[config.mk]
export PLATFORM = sky130hd
export DESIGN_NAME = matmul_seq_ctrl_flat
export DESIGN_NICKNAME = d
export VERILOG_FILES = /design/src/rtl/matmul_seq_ctrl_if.sv /design/src/rtl/matmul_seq_ctrl.sv /design/src/flat_wrapper.sv
export SDC_FILE = /design/constraint.sdc
export NUM_CORES = 1
export LEC_CHECK = 0
export CELL_PAD_IN_SITES_DETAIL_PLACEMENT = 0
export CELL_PAD_IN_SITES_GLOBAL_PLACEMENT = 2
export CORE_MARGIN = 4
export CORE_UTILIZATION = 32
export DETAILED_ROUTE_END_ITERATION = 12
export PLACE_DENSITY_LB_ADDON = 0.1
export SETUP_SLACK_MARGIN = 0.02
export SKIP_LAST_GASP = 1
export SLEW_MARGIN = 20
export SYNTH_ARGS = -nofsm -noshare
export SYNTH_HDL_FRONTEND = slang
export SYNTH_SLANG_ARGS = --single-unit
[constraint.sdc]
create_clock -name clk -period 4.3 [get_ports clk]
set_input_delay 1.29 -clock clk [delete_from_list [all_inputs] [get_ports clk]]
set_output_delay 1.29 -clock clk [all_outputs]
set_load 0.02 [all_outputs]
[src/rtl/matmul_seq_ctrl_if.sv]
// Handshake, SRAM and MAC bus between the matrix-multiply sequencer and its environment.
// The sequencer masters the SRAM/MAC side; the environment (SRAMs, MAC, host) is the slave.
interface matmul_seq_ctrl_if #(
  parameter int ADDR_W = 16,
  parameter int DATA_W = 32
);
  logic              dut_valid;
  logic              dut_ready;
  logic [ADDR_W-1:0] dut__tb__sram_input_read_address;
  logic [DATA_W-1:0] tb__dut__sram_input_read_data;
  logic [ADDR_W-1:0] dut__tb__sram_weight_read_address;
  logic [DATA_W-1:0] tb__dut__sram_weight_read_data;
  logic              dut__tb__sram_result_write_enable;
  logic [ADDR_W-1:0] dut__tb__sram_result_write_address;
  logic [DATA_W-1:0] dut__tb__sram_result_write_data;
  logic              mac_valid;
  logic              mac_first;
  logic              mac_last;
  logic [DATA_W-1:0] mac_a;
  logic [DATA_W-1:0] mac_b;
  logic              mac_done;
  logic [DATA_W-1:0] mac_result;

  modport master (
    input  dut_valid,
    output dut_ready,
    output dut__tb__sram_input_read_address,
    input  tb__dut__sram_input_read_data,
    output dut__tb__sram_weight_read_address,
    input  tb__dut__sram_weight_read_data,
    output dut__tb__sram_result_write_enable,
    output dut__tb__sram_result_write_address,
    output dut__tb__sram_result_write_data,
    output mac_valid,
    output mac_first,
    output mac_last,
    output mac_a,
    output mac_b,
    input  mac_done,
    input  mac_result
  );

  modport slave (
    output dut_valid,
    input  dut_ready,
    input  dut__tb__sram_input_read_address,
    output tb__dut__sram_input_read_data,
    input  dut__tb__sram_weight_read_address,
    output tb__dut__sram_weight_read_data,
    input  dut__tb__sram_result_write_enable,
    input  dut__tb__sram_result_write_address,
    input  dut__tb__sram_result_write_data,
    input  mac_valid,
    input  mac_first,
    input  mac_last,
    input  mac_a,
    input  mac_b,
    output mac_done,
    output mac_result
  );
endinterface

[src/rtl/matmul_seq_ctrl.sv]
// Sequencer for C = A x B: reads dimension headers, walks i/j/k with running-adder
// address generation, streams operand beats to an external MAC and writes C row-major.
module matmul_seq_ctrl #(
  parameter int ADDR_W = 16,
  parameter int DATA_W = 32,
  parameter int DIM_W  = 16
) (
  input  logic              clk,
  input  logic              reset_n,
  matmul_seq_ctrl_if.master bus
);

  typedef enum logic [2:0] {IDLE, HDR, HDR_CAP, ISSUE, WAIT_MAC, WRITE} state_t;

  localparam logic [ADDR_W-1:0] ONE = ADDR_W'(1);

  state_t            state, next_state;
  logic [ADDR_W-1:0] m_dim, k_dim, n_dim;
  logic [ADDR_W-1:0] i_cnt, j_cnt, k_cnt;
  logic [ADDR_W-1:0] a_base, b_base;
  logic [ADDR_W-1:0] in_addr, wt_addr, res_addr;
  logic [DATA_W-1:0] result;
  logic              beat_valid, beat_first, beat_last;
  logic              last_k, last_j, last_i, hdr_zero;
  logic [ADDR_W-1:0] hdr_m, hdr_k, hdr_n;

  assign hdr_m    = ADDR_W'(bus.tb__dut__sram_input_read_data[2*DIM_W-1:DIM_W]);
  assign hdr_k    = ADDR_W'(bus.tb__dut__sram_input_read_data[DIM_W-1:0]);
  assign hdr_n    = ADDR_W'(bus.tb__dut__sram_weight_read_data[DIM_W-1:0]);
  assign hdr_zero = (hdr_m == '0) || (hdr_k == '0) || (hdr_n == '0);

  assign last_k = (k_cnt == k_dim - ONE);
  assign last_j = (j_cnt == n_dim - ONE);
  assign last_i = (i_cnt == m_dim - ONE);

  always_ff @(posedge clk or negedge reset_n) begin
    if (!reset_n) state <= IDLE;
    else          state <= next_state;
  end

  always_comb begin
    next_state = state;
    case (state)
      IDLE:     if (bus.dut_valid) next_state = HDR;
      HDR:      next_state = HDR_CAP;
      HDR_CAP:  next_state = hdr_zero ? IDLE : ISSUE;
      ISSUE:    if (last_k) next_state = WAIT_MAC;
      WAIT_MAC: if (bus.mac_done) next_state = WRITE;
      WRITE:    next_state = (last_i && last_j) ? IDLE : ISSUE;
      default:  next_state = IDLE;
    endcase
  end

  // Addresses are registered and always hold the beat being issued; at each WRITE
  // they are preloaded with the first beat of the next element.
  always_ff @(posedge clk or negedge reset_n) begin
    if (!reset_n) begin
      m_dim <= '0; k_dim <= '0; n_dim <= '0;
      i_cnt <= '0; j_cnt <= '0; k_cnt <= '0;
      a_base <= '0; b_base <= '0;
      in_addr <= '0; wt_addr <= '0; res_addr <= '0;
      result <= '0;
      beat_valid <= 1'b0; beat_first <= 1'b0; beat_last <= 1'b0;
    end else begin
      beat_valid <= (state == ISSUE);
      beat_first <= (state == ISSUE) && (k_cnt == '0);
      beat_last  <= (state == ISSUE) && last_k;
      case (state)
        IDLE: begin
          if (bus.dut_valid) begin
            in_addr <= '0;
            wt_addr <= '0;
          end
        end
        HDR_CAP: begin
          m_dim <= hdr_m; k_dim <= hdr_k; n_dim <= hdr_n;
          i_cnt <= '0; j_cnt <= '0; k_cnt <= '0;
          a_base <= ONE; b_base <= ONE;
          in_addr <= ONE; wt_addr <= ONE;
          res_addr <= '0;
        end
        ISSUE: begin
          if (last_k) begin
            k_cnt <= '0;
          end else begin
            k_cnt   <= k_cnt + ONE;
            in_addr <= in_addr + ONE;
            wt_addr <= wt_addr + n_dim;
          end
        end
        WAIT_MAC: begin
          if (bus.mac_done) result <= bus.mac_result;
        end
        WRITE: begin
          res_addr <= res_addr + ONE;
          if (last_j) begin
            j_cnt   <= '0;
            i_cnt   <= i_cnt + ONE;
            a_base  <= a_base + k_dim;
            b_base  <= ONE;
            in_addr <= a_base + k_dim;
            wt_addr <= ONE;
          end else begin
            j_cnt   <= j_cnt + ONE;
            b_base  <= b_base + ONE;
            in_addr <= a_base;
            wt_addr <= b_base + ONE;
          end
        end
        default: ;
      endcase
    end
  end

  assign bus.dut_ready                          = (state == IDLE);
  assign bus.dut__tb__sram_input_read_address   = in_addr;
  assign bus.dut__tb__sram_weight_read_address  = wt_addr;
  assign bus.dut__tb__sram_result_write_enable  = (state == WRITE);
  assign bus.dut__tb__sram_result_write_address = res_addr;
  assign bus.dut__tb__sram_result_write_data    = result;
  assign bus.mac_valid                          = beat_valid;
  assign bus.mac_first                          = beat_first;
  assign bus.mac_last                           = beat_last;
  assign bus.mac_a                              = bus.tb__dut__sram_input_read_data;
  assign bus.mac_b                              = bus.tb__dut__sram_weight_read_data;

endmodule

[src/flat_wrapper.sv]
// flat-port wrapper written by rule: the top's interface ports become plain ports
module matmul_seq_ctrl_flat 
#(
  parameter int ADDR_W = 16,
  parameter int DATA_W = 32,
  parameter int DIM_W  = 16
)
  (clk, reset_n, bus_dut_valid, bus_dut_ready, bus_dut__tb__sram_input_read_address, bus_tb__dut__sram_input_read_data, bus_dut__tb__sram_weight_read_address, bus_tb__dut__sram_weight_read_data, bus_dut__tb__sram_result_write_enable, bus_dut__tb__sram_result_write_address, bus_dut__tb__sram_result_write_data, bus_mac_valid, bus_mac_first, bus_mac_last, bus_mac_a, bus_mac_b, bus_mac_done, bus_mac_result);
  matmul_seq_ctrl_if #(.ADDR_W(ADDR_W), .DATA_W(DATA_W)) bus_i ();
  input  logic clk;
  input  logic reset_n;
  input wire logic [$bits(bus_i.dut_valid)-1:0] bus_dut_valid;
  output wire logic [$bits(bus_i.dut_ready)-1:0] bus_dut_ready;
  output wire logic [$bits(bus_i.dut__tb__sram_input_read_address)-1:0] bus_dut__tb__sram_input_read_address;
  input wire logic [$bits(bus_i.tb__dut__sram_input_read_data)-1:0] bus_tb__dut__sram_input_read_data;
  output wire logic [$bits(bus_i.dut__tb__sram_weight_read_address)-1:0] bus_dut__tb__sram_weight_read_address;
  input wire logic [$bits(bus_i.tb__dut__sram_weight_read_data)-1:0] bus_tb__dut__sram_weight_read_data;
  output wire logic [$bits(bus_i.dut__tb__sram_result_write_enable)-1:0] bus_dut__tb__sram_result_write_enable;
  output wire logic [$bits(bus_i.dut__tb__sram_result_write_address)-1:0] bus_dut__tb__sram_result_write_address;
  output wire logic [$bits(bus_i.dut__tb__sram_result_write_data)-1:0] bus_dut__tb__sram_result_write_data;
  output wire logic [$bits(bus_i.mac_valid)-1:0] bus_mac_valid;
  output wire logic [$bits(bus_i.mac_first)-1:0] bus_mac_first;
  output wire logic [$bits(bus_i.mac_last)-1:0] bus_mac_last;
  output wire logic [$bits(bus_i.mac_a)-1:0] bus_mac_a;
  output wire logic [$bits(bus_i.mac_b)-1:0] bus_mac_b;
  input wire logic [$bits(bus_i.mac_done)-1:0] bus_mac_done;
  input wire logic [$bits(bus_i.mac_result)-1:0] bus_mac_result;
  assign bus_i.dut_valid = bus_dut_valid;
  assign bus_dut_ready = bus_i.dut_ready;
  assign bus_dut__tb__sram_input_read_address = bus_i.dut__tb__sram_input_read_address;
  assign bus_i.tb__dut__sram_input_read_data = bus_tb__dut__sram_input_read_data;
  assign bus_dut__tb__sram_weight_read_address = bus_i.dut__tb__sram_weight_read_address;
  assign bus_i.tb__dut__sram_weight_read_data = bus_tb__dut__sram_weight_read_data;
  assign bus_dut__tb__sram_result_write_enable = bus_i.dut__tb__sram_result_write_enable;
  assign bus_dut__tb__sram_result_write_address = bus_i.dut__tb__sram_result_write_address;
  assign bus_dut__tb__sram_result_write_data = bus_i.dut__tb__sram_result_write_data;
  assign bus_mac_valid = bus_i.mac_valid;
  assign bus_mac_first = bus_i.mac_first;
  assign bus_mac_last = bus_i.mac_last;
  assign bus_mac_a = bus_i.mac_a;
  assign bus_mac_b = bus_i.mac_b;
  assign bus_i.mac_done = bus_mac_done;
  assign bus_i.mac_result = bus_mac_result;
  matmul_seq_ctrl #(.ADDR_W(ADDR_W), .DATA_W(DATA_W), .DIM_W(DIM_W)) u_core (.clk(clk), .reset_n(reset_n), .bus(bus_i));
endmodule
==> flow_summary.toml, run 1 <==
[outcome]
status = "finished clean"

[power_and_ir_drop]
p_total_w = 0.00458
vdd_drop_max_uv = 201
power.leakage_nw = 7.16
power_density_nw_per_um2 = 280

[synth]
synth_flop_cell = "dfrtp_1"
synth_nets = 1627
yosysWarnings = 0
synth.area.top_cells = "dfrtp_1 41%, nand2_1 7.1%, o21ai_0 4.7%, xnor2_1 4.5%, ha_1 3.8%"
syn_avg_cell_area_um2 = 8.85
synth_cell_types = 79
syn_area_um2 = 13100
synth.top_cell.area_share_pct = 40.8
syn_inst = 1485
synth_top_area_cell = "dfrtp_1"
synth_enable_flop_cells = 0
synth-seq-cells = 214
synth-async-reset-ratio_pct = 100
seq_area_frac_synth_pct = 40.8

[clocking]
clk_latency_ns = 0.56
clock_path_buffers = 3
cts_hold_buffers = 0
cts_tree = "done"
cts_buffers = 28
clock-root-buffer = "clkbuf_16"
post_cts_resized = 0
clkSinkCount = 214
h-tree-depth = 1
post_cts_buffers = 0
clk_pin_slew_ns = 0.05

[sta]
drv_slew = 0
worst_pin_slew_ns = 0.810
timing.fmax_mhz = 266
period_needed_ns = 3.76
setup_violations = 0
finClkSkew_ns = 0.00834
finalSetupTns_ns = 0
layout_setup_ws_ns = 0.536
rsz0062_at_grt = "false"
finalHoldViolCount = 0
slew_headroom_pct = 46.0
whs_ns = 0.494
finalCritPeriodShare_pct = 87.5

[layout]
area_growth_pct = 24.5
diodes = 0
drive_gt1_share_pct = 7.53
largest_reg_flops = 32
nets = 1768
fin_cells = 2172

[worst_setup_path]
crit_fanout = 3
path_delay_family = "buffers and inverters"
required_ns = 3.01
path_common_cell = "clkdlybuf4s50_1"
path_class = "in -> out"
endpoint_kind = "output port"
worstPathArrival_ns = 2.47
r2r_slack_ns = 0.65
path_buf_inv = 2
max_stage_delay_ns = 0.64
slowest_stage = "clkdlybuf4s50_1"
path_cells = "clkdlybuf4s50_1 -> clkdlybuf4s50_1"
critPathLaunchType = "input pin"
rr_endpoint = "u_core.bus.dut__tb__sram_weight_read_address[15]"
rr_startpoint = "u_core.n_dim[4]"
rr_worst_depth = 10

[routing]
viasPerCell = 5.06
drc = 0
wire_per_inst_um = 18.7
routed_wl_um = 40500
firstDrtPassIters = 5
drtAntennaViolNets = 0
vias = 10989
drt_iter0_drc = 643

[global_route]
grtUsageMet2_pct = 28.0
grt_usage_pct = 17.7
gr-total-overflow = 0
grt_pass1_vias = 10959
grt-busiest-layer = "met2"
antenna_found_initial = 1
grt_pass1_wl_um = 63700
use_met3_pct = 2.56
met1_usage_pct = 25.9
grt_max_degree = 86

[floorplan]
die_h_um = 211
rows = 73
core-area_um2 = 40200
ioPinCount = 249
initial_core_util_pct = 32.7
die_width_um = 211
die-area_um2 = 44400

[placement]
gp_congestion = 0.818
dpl.hpwl_um = 29500
place_ws_ns = 0.533
placed_cells = 2121
numPortBuffers = 216

[job]
drv_cap = 0

[hold_path]
whs_path_depth = 1
hp-class = "reg -> reg"
## cells in the mapped netlist, types with 17 or more instances
master and n:
and3_1 51, nand4_1 20, a21oi_1 47, inv_1 32, ha_1 40, o21ai_0 124
nor4_1 21, dfrtp_1 214, clkbuf_1 47, nor2_1 107, xor2_1 52, mux2i_1 20
nand3_1 45, a21o_1 21, buf_4 65, xnor2_1 67, nor3_1 30, o21ai_1 17
nand2_1 249, mux2_2 32
## cell families (layout without fill, tap and decap cells)
logic type,Yosys count,in the layout,synth area share (%)
buf+inv,160,322,6.71
xor+xnor,119,119,7.93
fa+ha+maj,42,42,4.12
simple gates,595,595,21.7
mux,53,53,4.35
compound gates,302,302,14.4
flops,214,214,40.8
## per-layer routing
metal,share of wire (%),vias up,wire length (µm)
li1,-,5458,-
met1,49,5265,20100
met2,45,212,18100
met3,4.0,52,1620
met4,1.9,2,755
met5,0.032,-,13
## cell usage in the layout (no fill, tap or decap), types with 5 or more instances in the layout
cell type        netlist  final
nor4b_1                5      5
a22o_1                14     14
mux2i_1               20     20
ha_1                  40     40
clkbuf_8               0      8
nor2_1               107    105
o21ai_1               17     17
dfrtp_1              214    214
nand3b_1               5      5
nand4_1               20     20
buf_4                 65     19
nand2_1              249    248
clkdlybuf4s50_1        0    215
a21oi_1               47     47
and3_1                51     51
nand3_1               45     45
clkinv_2               0      8
nor4_1                21     21
a22oi_1               12     12
a31oi_1                6      6
o31ai_1                8      8
nand2b_1               9      9
inv_1                 32     32
nor3_1                30     30
xor2_1                52     52
mux2_2                32     32
clkbuf_16              0     29
or3_1                  9      9
nor2b_1                5      5
o21ai_0              124    124
clkbuf_1              47      5
xnor2_1               67     67
a21o_1                21     21
## area by class of cell
cell class | count | area [µm²]
clock buffer | 42 | 855
clock inverter | 9 | 70.1
fill | 4110 | 23800
inverter | 32 | 120
multi-input combinational | 1111 | 6910
sequential | 214 | 5360
tap | 525 | 657
timing repair buffer | 239 | 2390
## metrics by stage
| step | area [µm²] | utilization (%) |
|---|---|---|
| CTS | 16400 | 40.7 |
| finish | 16400 | 40.7 |
| global route | 16400 | 40.7 |
| floorplan | 13100 | - |
| global placement | 15400 | 38.4 |
| detailed placement | 15400 | 38.4 |
## worst max path at each step
| stage | startpoint | end | cells after the start |
|---|---|---|---|
| after global routing | u_core.n_dim[1] | u_core.bus.dut__tb__sram_weight_read_address[15] | 12 |
| after CTS | bus_tb__dut__sram_input_read_data[0] | bus_mac_a[0] | 2 |
| after detailed placement | bus_tb__dut__sram_input_read_data[0] | bus_mac_a[0] | 2 |
| final | bus_tb__dut__sram_input_read_data[0] | bus_mac_a[0] | 2 |
| after global placement | bus_tb__dut__sram_input_read_data[10] | bus_mac_a[10] | 2 |
| after floorplan | u_core.n_dim[1] | u_core.bus.dut__tb__sram_input_read_address[8] | 13 |
## power breakdown
group	switching, W	total (W)	internal [W]
Sequential	0	0.00201	0.00201
Clock	0.000932	0.00235	0.00142
Combinational	0.000105	0.000216	0.000111
Total	0.00104	0.00458	0.00354
Note: power is estimated with default switching activity, not from simulation.
==> inputs of run 2 (changes only) <==
CAP_MARGIN = 0   (was not set)
CTS_BUF_LIST = sky130_fd_sc_hd__clkbuf_16   (was not set)
==> flow_summary.toml, run 2 (synthesized netlist as in run 1, its figures left out) <==
[outcome]
status = "finished clean"

[layout]
fillerInstances = 4111
fin_area_um2 = 16300
area_growth_pct = 23.9
final_cell_mix = "248 x nand2_1, 215 x clkdlybuf4s50_1, 214 x dfrtp_1"
diodes = 0
final_common_cell = "nand2_1"
drive_gt1_share_pct = 7.04
largest_reg_flops = 32
nets = 1768

[routing]
routed_wl_um = 40500
drc = 0
wire_per_inst_um = 18.7
vias = 11004
drt_iter0_drc = 628
drtAntennaViolNets = 0
firstDrtPassIters = 5
viasPerCell = 5.07

[global_route]
gr-total-overflow = 0
antenna_found_initial = 1
grt_max_degree = 86
grt_pass1_wl_um = 63700
grt_usage_pct = 17.7
grt_pass1_vias = 10929

[hold_path]
hp-class = "reg -> reg"

[worst_setup_path]
path_buf_inv = 2
path_cells = "clkdlybuf4s50_1 -> clkdlybuf4s50_1"
path_common_cell = "clkdlybuf4s50_1"
max_stage_delay_ns = 0.64
crit_fanout = 3
worstPathArrival_ns = 2.47
path_class = "in -> out"
critPathLaunchType = "input pin"
required_ns = 3.01
slowest_stage = "clkdlybuf4s50_1"
path_delay_family = "buffers and inverters"
endpoint_kind = "output port"

[clocking]
clock-root-buffer = "clkbuf_16"
post_cts_buffers = 0
clk_pin_slew_ns = 0.05
clk_latency_ns = 0.56
cts_tree = "done"
clkSinkCount = 214
clock_path_buffers = 3
cts_buffers = 28
post_cts_resized = 0
h-tree-depth = 1
cts_hold_buffers = 0

[power_and_ir_drop]
pwr-share-comb_pct = 4.9
power.leakage_nw = 7.14
power_frac_seq_pct = 45.5
p_sw_share_pct = 23.4
switching_power_w = 0.00103
vdd_drop_max_uv = 169
clkPwrFrac_pct = 49.6
power_density_nw_per_um2 = 272
p_int_w = 0.00339

[sta]
finalSetupTns_ns = 0
finalCritPeriodShare_pct = 87.5
rsz0062_at_grt = "false"
setup_violations = 0
finalHoldViolCount = 0
period_needed_ns = 3.76
drv_slew = 0
worst_pin_slew_ns = 0.808
finClkSkew_ns = 0.00755
whs_ns = 0.494
slew_headroom_pct = 46.1
timing.fmax_mhz = 266

[floorplan]
die_width_um = 211
core-area_um2 = 40200
ioPinCount = 249
die_h_um = 211
initial_core_util_pct = 32.7
rows = 73
die-area_um2 = 44400

[placement]
dpl.hpwl_um = 29500
dpl-instance-area_um2 = 15400
numPortBuffers = 216
gp_congestion = 0.818

[job]
drv_cap = 0
==> run 2: changes by cell type in the layout (fill, tap and decap cells not counted) <==
cell | previous run | this run
clkbuf_1 | 5 | 0
inv_1 | 32 | 37
clkbuf_8 | 8 | 0
clkinv_1 | 0 | 8
==> run 2: cell type report <==
class | instances | area, µm² | share of cell area, %
Multi-Input combinational cell | 1111 | 6910 | 42.5
Sequential cell | 214 | 5360 | 32.9
Timing Repair Buffer | 239 | 2390 | 14.7
Clock buffer | 29 | 726 | 4.46
Tap cell | 525 | 657 | 4.04
Inverter | 32 | 120 | 0.738
Clock inverter | 22 | 119 | 0.730
==> run 2: worst paths after layout <==
check / start / end / slack, ns / cells after the start
max: bus_tb__dut__sram_input_read_data[0] / bus_mac_a[0] / 0.54 / 2
min: flip-flop / flip-flop / 0.49 / 1
max reg2reg: u_core.n_dim[4] / u_core.bus.dut__tb__sram_weight_read_address[15] / 0.64 / 10
min reg2reg: flip-flop / flip-flop / 0.49 / 1
max in group asynchronous: reset_n / u_core.bus.dut__tb__sram_result_write_address[9] / 2.62 / 2
min in group asynchronous: reset_n / u_core.b_base[11] / 0.71 / 1
==> run 2: power groups by stage <==
stage | registers (W) | logic, W | clock network [W]
2_1_floorplan | 0.00205 | 0.0000899 | 0
3_3_place_gp | 0.00205 | 0.000221 | 0
3_5_place_dp | 0.00205 | 0.000222 | 0
4_1_cts | 0.00201 | 0.000223 | 0.00228
5_1_grt | 0.00201 | 0.000234 | 0.00236
6_report | 0.00201 | 0.000216 | 0.00219
==> run 2: metrics by stage <==
step | total power [W] | std cells | worst slack, ns | utilization (%)
after floorplan | 0.00214 | 1485 | 1.08 | -
after global placement | 0.00227 | 2121 | 0.540 | 38.4
after detailed placement | 0.00227 | 2121 | 0.533 | 38.4
after CTS | 0.00452 | 2172 | 0.523 | 40.5
after global routing | 0.00461 | 2172 | 0.395 | 40.5
final | 0.00442 | 2172 | 0.536 | 40.5
==> run 2: layer usage <==
layer | vias to the layer above | wire (µm) | GRT usage (%)
li1 | 5461 | - | -
met5 | - | 13 | 0
met2 | 222 | 18200 | 27.9
met4 | 2 | 689 | 3.64
met1 | 5270 | 19900 | 26.0
met3 | 49 | 1780 | 2.68
